--- src/rtl/score_keeper.sv ---
// score_keeper
// Score and round-timer stage for one Duck Hunt match. Counts local hits,
// latches the opponent's score from the link, runs the round countdown and
// flags end of game. It also emits every change of the local score for
// transmission to the opponent.
//
// Ports:
//   clk, rst_n         clock, asynchronous active-low reset
//   game_start         pulse: start/restart a round (highest priority)
//   duck_hit           pulse: local player hit a duck
//   tick_1s            pulse: one second elapsed
//   enemy_score_valid  strobe: enemy_score_in is valid
//   enemy_score_in     opponent score from the link receiver (7 bits)
//   my_score           local score (to comparator)
//   enemy_score        latched opponent score (to comparator)
//   time_left          seconds remaining in the round
//   game_active        high while a round is being played
//   game_over          high once the round has timed out
//   score_tx_valid     one-cycle pulse: score_tx_data must be sent
//   score_tx_data      local score to transmit
module score_keeper #(
  parameter int MAX_SCORE    = 99,
  parameter int GAME_SECONDS = 60
) (
  input  logic       clk,
  input  logic       rst_n,
  input  logic       game_start,
  input  logic       duck_hit,
  input  logic       tick_1s,
  input  logic       enemy_score_valid,
  input  logic [6:0] enemy_score_in,
  output logic [6:0] my_score,
  output logic [6:0] enemy_score,
  output logic [6:0] time_left,
  output logic       game_active,
  output logic       game_over,
  output logic       score_tx_valid,
  output logic [6:0] score_tx_data
);

  localparam logic [6:0] MAX7 = 7'(MAX_SCORE);
  localparam logic [6:0] GS7  = 7'(GAME_SECONDS);

  typedef enum logic [1:0] {S_IDLE, S_PLAY, S_FINAL} state_t;

  state_t     state_q, state_d;
  logic [6:0] my_q, my_d;
  logic [6:0] en_q, en_d;
  logic [6:0] tl_q, tl_d;
  logic [6:0] txd_q, txd_d;
  logic       txv_q, txv_d;
  logic       act_q, act_d;
  logic       ovr_q, ovr_d;

  // Clamp an incoming opponent score to the local ceiling.
  function automatic logic [6:0] sat_score(input logic [6:0] v);
    return (v > MAX7) ? MAX7 : v;
  endfunction

  // State register
  always_ff @(posedge clk or negedge rst_n) begin
    if (!rst_n) begin
      state_q <= S_IDLE;
    end else begin
      state_q <= state_d;
    end
  end

  // Next-state logic
  always_comb begin
    state_d = state_q;
    case (state_q)
      S_IDLE:  if (game_start) state_d = S_PLAY;
      S_PLAY: begin
        if (game_start) begin
          state_d = S_PLAY;
        end else if (tick_1s && (tl_q == 7'd1)) begin
          state_d = S_FINAL;
        end
      end
      S_FINAL: if (game_start) state_d = S_PLAY;
      default: state_d = S_IDLE;
    endcase
  end

  // Output logic: status flags follow the next state so they are registered
  // and change together with the scores/timer.
  always_comb begin
    act_d = (state_d == S_PLAY);
    ovr_d = (state_d == S_FINAL);
  end

  // Score, timer and transmit datapath
  always_comb begin
    my_d  = my_q;
    en_d  = en_q;
    tl_d  = tl_q;
    txd_d = txd_q;
    txv_d = 1'b0;
    if (game_start) begin
      // A (re)start wins over everything else arriving in the same cycle.
      my_d  = 7'd0;
      en_d  = 7'd0;
      tl_d  = GS7;
      txv_d = 1'b1;
      txd_d = 7'd0;
    end else begin
      if (state_q == S_PLAY) begin
        // Compare before incrementing so the score can never wrap; a hit at
        // the ceiling is not a change and sends nothing.
        if (duck_hit && (my_q < MAX7)) begin
          my_d  = my_q + 7'd1;
          txv_d = 1'b1;
          txd_d = my_q + 7'd1;
        end
        if (tick_1s && (tl_q != 7'd0)) begin
          tl_d = tl_q - 7'd1;
        end
      end
      // A late final packet from the opponent is still taken after timeout.
      if ((state_q != S_IDLE) && enemy_score_valid) begin
        en_d = sat_score(enemy_score_in);
      end
    end
  end

  always_ff @(posedge clk or negedge rst_n) begin
    if (!rst_n) begin
      my_q  <= 7'd0;
      en_q  <= 7'd0;
      tl_q  <= 7'd0;
      txd_q <= 7'd0;
      txv_q <= 1'b0;
      act_q <= 1'b0;
      ovr_q <= 1'b0;
    end else begin
      my_q  <= my_d;
      en_q  <= en_d;
      tl_q  <= tl_d;
      txd_q <= txd_d;
      txv_q <= txv_d;
      act_q <= act_d;
      ovr_q <= ovr_d;
    end
  end

  assign my_score       = my_q;
  assign enemy_score    = en_q;
  assign time_left      = tl_q;
  assign game_active    = act_q;
  assign game_over      = ovr_q;
  assign score_tx_valid = txv_q;
  assign score_tx_data  = txd_q;

endmodule

--- config.mk ---
export PLATFORM = sky130hd
export DESIGN_NAME = score_keeper
export DESIGN_NICKNAME = d
export VERILOG_FILES = /design/src/rtl/score_keeper.sv
export SDC_FILE = /design/constraint.sdc
export NUM_CORES = 1
export LEC_CHECK = 0
export ABC_AREA = 1
export BUFFER_PORTS_ARGS = -buffer_cell sky130_fd_sc_hd__buf_2
export CORE_MARGIN = 2
export CORE_UTILIZATION = 54
export DETAILED_ROUTE_END_ITERATION = 7
export PLACE_DENSITY = 0.95
export RECOVER_POWER = 25
export REMOVE_ABC_BUFFERS = 1
export SYNTH_ARGS = -nofsm -noshare
export SYNTH_HDL_FRONTEND = slang
export SYNTH_SLANG_ARGS = --single-unit
--- constraint.sdc ---
create_clock -name clk -period 3.3 [get_ports clk]
set_clock_uncertainty 0.2 [all_clocks]
set_input_delay 0.165 -clock clk [delete_from_list [all_inputs] [get_ports clk]]
set_output_delay 0.165 -clock clk [all_outputs]
set_load 0.01 [all_outputs]
==> results of run 1 <==
[cell usage in the layout, fill, tap and decap left out, types with 3 or more instances in the layout]
cell | synthesis | layout
buf_2 | 1 | 42
clkbuf_4 | 0 | 3
dfrtp_1 | 26 | 26
dlygate4sd3_1 | 0 | 10
ha_1 | 4 | 4
inv_1 | 22 | 22
nand2_1 | 60 | 60
nand3_1 | 20 | 20
nand4_1 | 3 | 3
nor2_1 | 19 | 19
o21ai_0 | 7 | 7
o22ai_1 | 5 | 5
or2_2 | 3 | 3
[power by group through the flow]
stage,sequential (mW),clock [mW],combinational [mW]
after floorplan,0.436,0,0.166
after global placement,0.416,0,0.277
after detailed placement,0.418,0,0.285
after CTS,0.412,0.222,0.296
after global routing,0.420,0.237,0.334
final,0.414,0.216,0.297
[flip-flops by register name, summed over array words and instances, names as in the netlist]
name / flops
state_q: 2
score_tx_valid: 1
game_over: 1
enemy_score: 7
time_left: 7
game_active: 1
score_tx_data: 7
[per-stage QoR]
stage | setup WS (ns) | area [µm²] | util | hold slack (ns)
3_5_place_dp | 1.72 | 1650 | 0.655 | -0.00383
3_3_place_gp | 1.79 | 1650 | 0.655 | -0.00641
6_report | 1.64 | 1800 | 0.715 | 0.0301
5_1_grt | 1.29 | 1800 | 0.715 | 0.0391
4_1_cts | 1.67 | 1800 | 0.715 | 0.0196
2_1_floorplan | 1.78 | 1400 | - | -0.331
[per-layer routing]
layer  track usage  wire [µm]
met1         0.301       1480
met2         0.361       1580
met3        0.0535        116
met4         0.105        126
met5             0          0
[kinds of logic after synthesis]
logic type,count (synthesis),share of synthesized area
flip-flops,26,0.444
adder cells (fa/ha/maj),4,0.0342
AND/OR/NAND/NOR,115,0.349
buffers and inverters,33,0.106
AO/OA/AOI/OAI,17,0.0667
[cell type report]
| class | count | area, µm² | area share |
|---|---|---|---|
| clock inverter | 1 | 30.0 | 0.0167 |
| multi-input combinational | 136 | 658 | 0.365 |
| sequential | 26 | 651 | 0.361 |
| tap | 30 | 37.5 | 0.0208 |
| timing repair buffer | 53 | 314 | 0.174 |
| clock buffer | 3 | 22.5 | 0.0125 |
| inverter | 24 | 90.1 | 0.0500 |
[repair_timing]
action,4_1_cts,5_1_grt
hold buffers,10,0
resized for setup,0,0
setup buffers,0,0
endpoints found under the hold margin,36,0
[worst max-delay path by stage]
stage | slack (ns) | to | cells past startpoint | from
5_1_grt | 1.29 | time_left[3] | 2 | rst_n
3_3_place_gp | 1.79 | time_left[2] | 7 | time_left[0]
2_1_floorplan | 1.78 | time_left[2] | 7 | time_left[0]
6_report | 1.64 | score_tx_data[2] | 2 | rst_n
3_5_place_dp | 1.72 | time_left[2] | 7 | time_left[0]
4_1_cts | 1.67 | enemy_score[6] | 5 | game_start
==> results by group, run 1 <==
Place
  • Dpl cells: 259
  • RePlAce Congestion: 0.861
  • Hpwl dp: 2220 µm
  • IO Port Bufs: 43

Die
  • Initial Util: 0.580
  • Core region area: 0.00252 mm²
  • # rows: 18
  • Die area: roughly 0.0031 mm²
  • Io pins: 44
  • Die Y: 56.1 µm
  • Die width: about 56 µm

Synth
  • Synthesized area: roughly 0.0015 mm²
  • Top post-synthesis cells by area: dfrtp_1 (44%), nand2_1 (15%), nand3_1 (6.8%)
  • Post-synth EDFFs: 0
  • Yosys cell types: 23
  • Dominant synthesized flop cell: dfrtp_1
  • Mapped Cells: 195
  • Top-count cell post-synth: nand2_1
  • Synth Register Bits: 26
  • Synth warnings: 0
  • Top cells by count, synth: nand2_1 (60), dfrtp_1 (26), inv_1 (22)
  • Synth top area share: 0.444
  • Post-synth ARST share: 1.00
  • Synth area leader: dfrtp_1
  • Register area share after synthesis: 0.444
  • Mean post-synth cell area: around 7.5 µm²

GRT
  • Initial antenna violation count: 0
  • First-pass GRT wire length: 5710 µm
  • Largest net degree at the start of global routing: 27
  • Tot GR Track Use: 0.230
  • Number of global-route vias before repair: around 1300
  • Overflow after GRT: 0

CTS
  • CTS max path bufs: 2
  • Clk slew on worst S/H paths: 0.13 ns
  • Clk root buf: clkbuf_4
  • CTS tree: yes
  • H-tree levels: 1
  • CTS Buf Count: 3
  • Sink Count: 26
  • Worst-skew pair later-pin latency: 0.32 ns

Cells and area
  • Area Overhead vs Synth: 23.2%
  • FILL cells: 181
  • Number of inserted diodes: 0
  • Layout cells sized above 1: 0.243
  • Final std cells w/o fill: 273
  • Layout net count: between 200 and 300

Critical path
  • Number of cells on the worst reg-to-reg path: 7
  • RR Endpoint: time_left[2]
  • R2R Setup Slk: 1.69 ns
  • Slowest-stage cell, CP: clkbuf_1
  • Reg-to-Reg Start: time_left[0]
  • WP data required: 3.33 ns
  • Critical path, cell by cell: dlygate4sd3_1, clkbuf_1
  • Critical path class: primary input to async pin
  • CP Launch Type: primary input
  • Critical Path End Type: async pin
  • Worst-path maximum fanout: 26
  • Critical path's largest stage delay: 0.99 ns
  • Crit path DAT: between 1.5 and 2 ns
  • Buffers and inverters on the worst path: 2
  • Kind of cell adding the most delay to the critical path: buffers and inverters

Min path
  • Hold Crit Start: enemy_score_valid
  • Hold Path Cell Cnt: 5
  • Worst Hold Path EP: enemy_score[5]
  • Worst min-delay path class: primary input to flip-flop

Routing
  • DR iter-0 viols: 36
  • Post-route ant nets: 0
  • DR WL/cell: 12.1 µm
  • DRC Markers: 0
  • DR pass1 iterations: 4
  • Via Count: 1390
  • WL final: roughly 3300 µm
  • Drt via density: 5.09

Timing
  • Tcrit/Tclk final: 0.502
  • Max Freq: 604 MHz
  • Setup tns final: 0 ns
  • Hold Fails Final Rpt: 0
  • Slew HR: 0.0893
  • Worst Tran Pin Value: 1.37 ns
  • Setup violators final: 0
  • Fin crit period: 1.66 ns
  • RSZ-0062 raised after global routing: false
  • Final slew viol count: 0

Outcome
  • Status: complete, no violations

Pwr
  • Power consumption: 0.927 mW
  • P_leak: 0.996 nW
  • P_int: approximately 0.6 mW
  • Clock power frac: 0.233
  • Pwr Density: 514 mW/mm²
  • Gate power share: 0.320
  • Switching share of power: 0.351
  • Peak supply drop: 0.508 mV
  • Sequential share of power: 0.447
  • P_sw: 0.326 mW

Job
  • Max-cap check violation count: 0
(Power assumes the default switching activity.)
==> run 2, diff against run 1 <==
CORE_UTILIZATION = 51   (was 54)
PLACE_DENSITY = 0.91   (was 0.95)
clock period = 1.7 ns   (was 3.3 ns; I/O delays follow)
==> results by group, run 2 (synthesis results as in run 1) <==
Outcome
  • Status: complete, no violations

Critical path
  • WP data required: 1.75 ns
  • R2R Setup Slk: approximately 0.13 ns
  • CP Launch Type: primary input
  • Crit path DAT: 1.71 ns
  • Critical Path End Type: flip-flop
  • Critical path class: primary input to flip-flop
  • Worst-path maximum fanout: 4

Place
  • Dpl ws: 0.126 ns
  • Hpwl dp: 2260 µm
  • Placed inst area: about 0.0017 mm²
  • RePlAce Congestion: 0.924
  • Dpl cells: between 200 and 300
  • IO Port Bufs: 43

Cells and area
  • Post-route cell area: between 0.0015 and 0.002 mm²
  • Number of inserted diodes: 0
  • Final Util: 0.681
  • Area Overhead vs Synth: 27.3%
  • Layout net count: 266
  • Most common cell after layout, fill and taps aside: nand2_1
  • Final std cells w/o fill: 279
  • Layout cells sized above 1: 0.258
  • Commonest non-fill, non-tap cells in the layout: nand2_1 (60), buf_2 (42), dfrtp_1 (26)

GRT
  • Largest net degree at the start of global routing: 27
  • Tot GR Track Use: 0.207
  • First-pass GRT wire length: between 5000 and 6000 µm
  • Number of global-route vias before repair: 1269
  • Initial antenna violation count: 0
  • Overflow after GRT: 0

Routing
  • DR WL/cell: ~12 µm
  • WL final: 3410 µm
  • Via Count: 1448
  • DR iter-0 viols: 77
  • Drt via density: 5.19
  • DR pass1 iterations: 4
  • DRC Markers: 0
  • Post-route ant nets: 0

Pwr
  • Sequential share of power: 0.440
  • P_sw: 0.647 mW
  • Peak supply drop: 0.822 mV
  • Pwr Density: 980 mW/mm²
  • Clock power frac: 0.233
  • Gate power share: 0.327
  • Switching share of power: 0.354
  • Power consumption: roughly 1.8 mW
  • P_int: 1.18 mW
  • P_leak: 1.03 nW

Timing
  • Hold Fails Final Rpt: 0
  • Hold slack: 0.0805 ns
  • Tcrit/Tclk final: 0.976
  • Worst Slack Setup Final: around 0.041 ns
  • Max Freq: 603 MHz
  • Setup tns final: 0 ns
  • Worst Tran Pin Value: 0.617 ns
  • Fin crit period: 1.66 ns
  • Slew HR: 0.589
  • Final slew viol count: 0
  • RSZ-0062 raised after global routing: false
  • Setup violators final: 0

CTS
  • H-tree levels: 1
  • CTS tree: yes
  • Clk slew on worst S/H paths: 0.14 ns
  • CTS max path bufs: 2
  • Clk root buf: clkbuf_4
  • Sink Count: 26
  • CTS Buf Count: 3
  • Worst-skew pair later-pin latency: 0.32 ns

Die
  • # rows: 19
  • Die Y: 57.6 µm
  • Die width: 57.6 µm
  • Io pins: 44
  • Initial Util: 0.535
  • Die area: 0.00331 mm²
  • Core region area: 0.00273 mm²

Min path
  • Worst min-delay path class: primary input to async pin

Job
  • Max-cap check violation count: 0
==> run 2: repair_timing <==
action | in CTS | in global routing
hold buffers | 15 | 0
buffers inserted | 0 | 0
resized for setup | 0 | 4
endpoints found under the setup margin | 0 | 5
hold endpoints to repair | 47 | 0
==> run 2: final timing paths <==
check | startpoint | to | cells after the start
min reg2reg | enemy_score[3] | enemy_score[3] | 2
max | enemy_score_in[5] | enemy_score[3] | 6
max in group asynchronous | rst_n | score_tx_data[6] | 2
min in group clk | duck_hit | score_tx_data[2] | 5
min | rst_n | score_tx_data[4] | 2
max reg2reg | time_left[1] | time_left[2] | 7
==> run 2: final cells by class <==
type | count | area (µm²)
inverter | 24 | 90.1
timing repair buffer | 58 | 365
multi-input combinational | 136 | 666
sequential | 26 | 651
tap | 31 | 38.8
clock buffer | 3 | 22.5
clock inverter | 1 | 30.0
fill | 220 | 871
==> run 2: layer usage <==
metal / share of wire / global-route usage / routed length [µm]
met1: 0.42 / 0.247 / 1420
met2: 0.53 / 0.378 / 1810
met3: 0.038 / 0.0363 / 129
met4: 0.014 / 0.0565 / 46
met5: 0 / 0 / 0
==> run 2: power by group through the flow <==
stage               Clock [mW]  Combinational (mW)  Sequential, mW
floorplan                    0               0.321           0.847
global placement             0               0.540           0.808
detailed placement           0               0.562           0.813
CTS                      0.431               0.592           0.801
global route             0.454               0.664           0.818
finish                   0.426               0.597           0.803
==> run 2: critical path: stages <==
cell	delay, ns
dlygate4sd3_1	0.53
buf_2	0.13
nand2_1	0.13
nand2_1	0.08
dlygate4sd3_1	0.58
o22ai_1	0.17
==> run 3, diff against run 2 <==
==> constraint.sdc (replaced) <==
create_clock -name clk -period 1.7 [get_ports clk]
set_clock_uncertainty 0.2 [all_clocks]
set_input_delay 0 -clock clk [delete_from_list [all_inputs] [get_ports clk]]
set_output_delay 0 -clock clk [all_outputs]
set_load 0.01 [all_outputs]
==> results by group, run 3 (synthesis results as in run 1) <==
Timing
  • RSZ-0062 raised after global routing: false
  • Tcrit/Tclk final: 0.962
  • Hold Fails Final Rpt: 7
  • Hold slack: -0.00481 ns
  • Setup tns final: 0 ns
  • Max Freq: 612 MHz
  • Worst Tran Pin Value: 0.617 ns
  • Slew HR: 0.589
  • Final slew viol count: 0
  • Setup violators final: 0
  • Fin crit period: 1.63 ns

Pwr
  • Peak supply drop: a little over 0.8 mV
  • P_leak: 1.03 nW
  • Pwr Density: 980 mW/mm²
  • Power consumption: about 1.8 mW

Die
  • Io pins: 44
  • # rows: 19
  • Die area: ~0.0033 mm²
  • Initial Util: 0.535
  • Die Y: 57.6 µm
  • Core region area: 0.00273 mm²
  • Die width: between 50 and 60 µm

Cells and area
  • Most common cell after layout, fill and taps aside: nand2_1
  • Area Overhead vs Synth: 27.6%
  • Final std cells w/o fill: 280
  • Number of inserted diodes: 0
  • Layout net count: 267
  • Footprint of the multi-input gates: 663 µm²
  • Layout cells sized above 1: 0.253
  • Commonest non-fill, non-tap cells in the layout: nand2_1 (60), buf_2 (42), dfrtp_1 (26)
  • FILL cells: 221
  • FF+latch area: 651 µm²

CTS
  • Clk slew on worst S/H paths: ~0.15 ns
  • H-tree levels: 1
  • Worst-skew pair later-pin latency: between 0.3 and 0.4 ns
  • Postcts setup bufs: 0
  • CTS tree: yes
  • CTS max path bufs: 2
  • Clk root buf: clkbuf_4
  • Sink Count: 26
  • CTS Buf Count: 3

Routing
  • Via Count: roughly 1500
  • DR WL/cell: approximately 12 µm
  • DR iter-0 viols: 68
  • DR pass1 iterations: 4
  • Post-route ant nets: 0
  • DRC Markers: 0
  • WL final: between 3000 and 4000 µm
  • Drt via density: 5.19

Critical path
  • Crit path DAT: 1.64 ns
  • Critical path class: primary input to flip-flop
  • Critical path's largest stage delay: approximately 0.56 ns
  • CP Launch Type: primary input
  • Critical Path End Type: flip-flop
  • Worst-path maximum fanout: 2
  • Kind of cell adding the most delay to the critical path: buffers and inverters
  • Slowest-stage cell, CP: dlygate4sd3_1
  • Buffers and inverters on the worst path: 3
  • WP data required: 1.71 ns
  • Critical path, cell by cell: dlygate4sd3_1, buf_2, nor3_2, nor2_1, nor2_1, dlygate4sd3_1, o22ai_1

Place
  • Dpl cells: 261
  • RePlAce Congestion: 0.924
  • Hpwl dp: roughly 2300 µm
  • IO Port Bufs: 43

Outcome
  • Violations in the final reports: negative hold slack
  • Status: finished, violations left

GRT
  • First-pass GRT wire length: roughly 5400 µm
  • Largest net degree at the start of global routing: 27
  • Overflow after GRT: 0
  • Tot GR Track Use: 0.207
  • Number of global-route vias before repair: 1269
  • Initial antenna violation count: 0

Min path
  • Worst min-delay path class: primary input to async pin

Job
  • Max-cap check violation count: 0
==> run 3: worst paths after layout <==
path	start	endpoint	slack, ns	depth (start not counted)
setup reg to reg	time_left[1]	time_left[2]	0.13	7
max in group asynchronous	rst_n	score_tx_data[6]	0.90	2
hold reg to reg	enemy_score[3]	enemy_score[3]	0.35	2
setup / recovery	enemy_score_in[4]	enemy_score[0]	0.07	7
min in group clk	duck_hit	score_tx_data[2]	0.02	5
hold / removal	rst_n	score_tx_data[4]	-0.005	2
==> run 3: report_power, final <==
| part | internal, mW | switching [mW] | leakage, nW | total (mW) |
|---|---|---|---|---|
| Combinational | 0.236 | 0.363 | 0.668 | 0.598 |
| Clock | 0.238 | 0.191 | 0.0279 | 0.429 |
| Sequential | 0.707 | 0.0966 | 0.329 | 0.804 |
| Total | 1.18 | 0.650 | 1.03 | 1.83 |
==> run 3: per-stage QoR <==
stage	hold WS (ns)	setup WS, ns	utilization	area, µm²
floorplan	-0.496	0.179	-	1400
global placement	-0.178	0.185	0.607	1660
detailed placement	-0.166	0.126	0.607	1660
CTS	0.00115	0.101	0.681	1860
global route	0.0482	0.0343	0.683	1870
finish	-0.00481	0.0654	0.683	1870
==> run 3: final cells by class <==
cell class | instances | area share
clock inverter | 1 | 0.0161
sequential | 26 | 0.348
multi-input combinational | 136 | 0.355
tap | 31 | 0.0208
inverter | 24 | 0.0482
timing repair buffer | 59 | 0.200
clock buffer | 3 | 0.0121
==> run 3: metal layers <==
| metal | global-route usage | part of all wire | vias up | wire length (µm) |
|---|---|---|---|---|
| li1 | - | - | 723 | - |
| met1 | 0.247 | 0.42 | 681 | 1440 |
| met2 | 0.378 | 0.52 | 42 | 1800 |
| met3 | 0.0363 | 0.041 | 6 | 142 |
| met4 | 0.0565 | 0.013 | 0 | 46 |
| met5 | 0 | 0 | - | 0 |
==> run 3: timing repair <==
| item | 4_1_cts | 5_1_grt |
|---|---|---|
| gates resized for setup | 0 | 2 |
| hold endpoints to repair | 48 | 0 |
| setup endpoints to repair | 0 | 5 |
| hold buffers | 15 | 0 |
